===== config.mk =====
export PLATFORM = sky130hd
export DESIGN_NAME = mmio_arbiter
export DESIGN_NICKNAME = d
export VERILOG_FILES = /design/src/rtl/mmio_arbiter.sv
export SDC_FILE = /design/constraint.sdc
export NUM_CORES = 1
export LEC_CHECK = 0
export ABC_CLOCK_PERIOD_IN_PS = 3300
export CORE_AREA = 2 2 109 111
export DETAILED_ROUTE_END_ITERATION = 6
export DIE_AREA = 0 0 111 113
export PLACE_DENSITY = 0.77
export SLEW_MARGIN = 30
export SYNTH_ARGS = -nofsm -noshare
export SYNTH_HDL_FRONTEND = slang
export SYNTH_SLANG_ARGS = --single-unit

===== constraint.sdc =====
create_clock -name clk -period 3.3 [get_ports clk]
set_clock_uncertainty 0.1 [all_clocks]
set_input_delay 0.99 -clock clk [delete_from_list [all_inputs] [get_ports clk]]
set_output_delay 0.99 -clock clk [all_outputs]
set_load 0.05 [all_outputs]

===== src/rtl/mmio_arbiter.sv =====
// mmio_arbiter: NREQ-way arbiter in front of a single MMIO peripheral port.
// One transaction in flight, sequenced IDLE -> ISSUE -> RESP.
// Build option: define MMIO_ARB_FIXED_PRIO_EN for fixed priority (lowest index wins);
// otherwise arbitration is round-robin from a rotating pointer.
module mmio_arbiter #(
    parameter int NREQ = 4
) (
    input  logic                  clk,
    input  logic                  reset,
    input  logic [NREQ-1:0]       req_valid,
    input  logic [NREQ-1:0]       req_wen,
    input  logic [NREQ-1:0][7:0]  req_addr,
    input  logic [NREQ-1:0][31:0] req_wdata,
    output logic [NREQ-1:0]       req_ready,
    output logic [NREQ-1:0]       rsp_valid,
    output logic [31:0]           rsp_rdata,
    output logic                  o_mmio_enable,
    output logic                  o_mmio_wen,
    output logic [7:0]            o_mmio_addr,
    output logic [31:0]           o_mmio_data_in,
    input  logic [31:0]           i_mmio_data_out
);

    localparam int IW = $clog2(NREQ);

    typedef enum logic [1:0] {
        IDLE,
        ISSUE,
        RESP
    } state_t;

    state_t        state;
    state_t        state_next;
    logic [IW-1:0] owner;
    logic [IW-1:0] winner;
    logic          found;

`ifdef MMIO_ARB_FIXED_PRIO_EN
    // Fixed priority: the lowest-index valid requester wins.
    always_comb begin
        found  = 1'b0;
        winner = '0;
        for (int unsigned i = 0; i < NREQ; i++) begin
            if (!found && req_valid[i]) begin
                found  = 1'b1;
                winner = IW'(i);
            end
        end
    end
`else
    logic [IW-1:0] ptr;

    // Round-robin: scan requesters starting at ptr, wrapping modulo NREQ.
    always_comb begin
        int unsigned idx;
        found  = 1'b0;
        winner = '0;
        idx    = 0;
        for (int unsigned i = 0; i < NREQ; i++) begin
            idx = (32'(ptr) + i) % NREQ;
            if (!found && req_valid[idx]) begin
                found  = 1'b1;
                winner = IW'(idx);
            end
        end
    end

    // Pointer moves past the owner when its response is delivered.
    always_ff @(posedge clk) begin
        if (reset) begin
            ptr <= '0;
        end else if (state == RESP) begin
            ptr <= (owner == IW'(NREQ - 1)) ? '0 : owner + IW'(1);
        end
    end
`endif

    // State register.
    always_ff @(posedge clk) begin
        if (reset) begin
            state <= IDLE;
        end else begin
            state <= state_next;
        end
    end

    // Next state, accept strobe and response; everything is held low during reset.
    always_comb begin
        state_next = state;
        req_ready  = '0;
        rsp_valid  = '0;
        rsp_rdata  = '0;
        unique case (state)
            IDLE: begin
                if (found && !reset) begin
                    req_ready[winner] = 1'b1;
                    state_next        = ISSUE;
                end
            end
            ISSUE: state_next = RESP;
            RESP: begin
                state_next = IDLE;
                if (!reset) begin
                    rsp_valid[owner] = 1'b1;
                    rsp_rdata        = o_mmio_wen ? '0 : i_mmio_data_out;
                end
            end
            default: state_next = IDLE;
        endcase
    end

    // Latch the winning command on accept; the peripheral strobe is high only during ISSUE
    // and the command fields (which also serve as the latched command) hold afterwards.
    always_ff @(posedge clk) begin
        if (reset) begin
            o_mmio_enable  <= 1'b0;
            o_mmio_wen     <= 1'b0;
            o_mmio_addr    <= '0;
            o_mmio_data_in <= '0;
            owner          <= '0;
        end else begin
            o_mmio_enable <= 1'b0;
            if (state == IDLE && found) begin
                o_mmio_enable  <= 1'b1;
                o_mmio_wen     <= req_wen[winner];
                o_mmio_addr    <= req_addr[winner];
                o_mmio_data_in <= req_wdata[winner];
                owner          <= winner;
            end
        end
    end

endmodule


==> impl_metrics.toml <==
[sta]
setup_viol = 0
max_freq_ghz = 0.307
min_period_over_period = 0.989
slew_headroom = 0.560
worst_slew_pin_slew_ps = 658
hold_viol = 0
slew_viol_final = 0
rsz0062_at_grt = "no"
fin_crit_ps = 3260

[global_routing]
grt_pass1_vias = 4651
track_usage = 0.245
grt_start_max_net_pins = 51
overflow = 0
grt_pass1_wl_um = 24700
antenna_found_initial = 0

[pwr]
p_leak_nw = 2.75
powerDensity_mw_per_mm2 = 335
ir_drop_uv = 214

[route]
wl_per_cell_um = 18.7
first_pass_iters = 5
avgViaCountPerCell = 5.39
drt_iter0_drc = 236
vias = 4633
routed_wl_um = 16100
drc = 0
route.antenna.remaining_nets = 0

[floorplan]
io_pins = 284
die_area_mm2 = 0.0125
start_util = 0.314
row_count = 39
die_height_um = 113
core_area_mm2 = 0.0113
die_width_um = 111

[critical_path]
path_cells = "clkdlybuf4s15_1 > buf_6 > nor2b_4 > a21oi_4 > o31ai_4 > and2_2 > buf_4"
slowest_delay_ps = 220
path_class = "in2out"
critPathRequiredTime_ps = 2210
cpMaxStageDelayCell = "clkdlybuf4s15_1"
crit_family = "buffers and inverters"
path_buf_inv = 3
worstSetupEndpointType = "output port"
startpoint_type = "primary input"
path_max_fanout = 7
worstPathArrival_ps = 2170

[layout]
mostFrequentLayoutCell = "clkdlybuf4s50_1"
final_cell_mix = "238 x clkdlybuf4s50_1, 48 x dfxtp_1, 42 x nor2_1"
drive_gt1_frac = 0.155
stdcell_area_mm2 = 0.00711
nets = 923
fillers = 986
fin_cells = 860
regArea_um2 = 961
multiInputGateArea_mm2 = 0.00238
area_growth_pct = 101
n_antenna_cell = 0

[min_path]
hold_path.class = "reg2reg"

[placed_design]
dp_hpwl_um = 12500
portBuffers = 283
dp.cells = 852
dpl_cell_area_mm2 = 0.00691
routabilityCongestion = 0.954

[yosys]
synth_flop_cell = "dfxtp_1"
synthTopCellsByArea = "dfxtp_1 27%, a221oi_1 8.2%, and3_1 7.4%"
synth_seq_cells = 48
synth_area_mm2 = 0.00354
ys_seq_area_frac = 0.271
ys_warn_count = 0
synth_edf_count = 0
synth_top_cell_area_share = 0.271
ys_types = 40
syn_avg_cell_area_um2 = 7.93
syn_inst = 447
syn_nets = 653
async_flop_share = 0
synth_top_area_cell = "dfxtp_1"

[job]
maxCapViolations = 0

[cts]
root_buffer = "clkbuf_16"
cts_hold_buf = 0
cts_tree = "done"
clk_latency_ps = 290
clock-sinks = 48
cts_inserted_buffers = 5
clkTransAtPathRegs_ps = 60
ctsLongestPathBuffers = 2
htreeDepth = 2

[outcome]
run_status = "complete, no violations"
-- cells by family after synthesis --
family | Yosys count | synth area share
flip-flops | 48 | 0.271
AND/OR/NAND/NOR | 151 | 0.238
buffers and inverters | 55 | 0.0791
multiplexers | 1 | 0.00282
adder cells (fa/ha/maj) | 4 | 0.0141
AO/OA/AOI/OAI | 188 | 0.395
-- where the power goes --
part	internal, mW	switching, mW
sequential	0.655	0.0455
combinational	0.552	0.632
clock	0.276	0.219
-- routing by layer --
metal	up-vias	share of wire	track usage
met5	-	0	0
met4	0	0.034	0.0892
met3	36	0.069	0.0525
met2	208	0.52	0.467
met1	2172	0.38	0.267
li1	2217	-	-
-- layout make-up --
type	count	area share
timing repair buffer	315	0.485
multi-input combinational	344	0.335
sequential	48	0.135
tap	143	0.0252
clock buffer	6	0.0181
inverter	3	0.00158
clock inverter	1	0.000704
-- Yosys cell counts (all sizes together), types with 2 or more instances --
cell type / n
a221oi: 33
nor2: 44
nand3: 8
a21boi: 43
a41oi: 8
buf: 16
ha: 4
a31oi: 8
and2: 39
or4: 2
nand2: 4
and3: 42
a211oi: 33
nor2b: 7
dfxtp: 48
inv: 3
clkbuf: 36
o21ai: 43
a21oi: 5
o21bai: 8
-- registers in the layout (all words and copies together) (netlist names) --
register	cells
o_mmio_enable	1
o_mmio_data_in	32
ptr	2
state	2
o_mmio_wen	1
owner	2
o_mmio_addr	8
-- tightest hold or removal path, stage by stage (launching register included) --
cell,delay [ps]
dfxtp_1,310
nor2_1,90
a211oi_1,40
-- path summary, 6_finish.rpt --
kind,cells after the start,from,endpoint,slack [ps]
setup / recovery,7,req_valid[0],req_ready[0],40
setup reg to reg,6,ptr[1],o_mmio_data_in[0],940
hold reg to reg,2,o_mmio_data_in[30],o_mmio_data_in[30],390
hold / removal,2,o_mmio_data_in[30],o_mmio_data_in[30],390
-- metrics by stage --
stage               setup TNS, ps  utilization  hold WS, ps  power [mW]  worst slack, ps
finish                          0        0.631          391        2.38             37.4
global route                    0        0.631          414        2.49             4.99
CTS                             0        0.629          390        2.40             13.3
detailed placement          -2010        0.613          382        1.89             -387
global placement            -1410        0.613          380        1.87             -356
floorplan                   -91.2            -          337        1.33            -77.3
-- repair_timing --
action                                  in CTS  in global routing
endpoints found under the setup margin       4                  5
hold endpoints to repair                     0                  0
setup buffers                                1                  0
pin swaps                                    4                  5
gates resized for setup                     15                  6
Power figures use the tool's default switching activity.
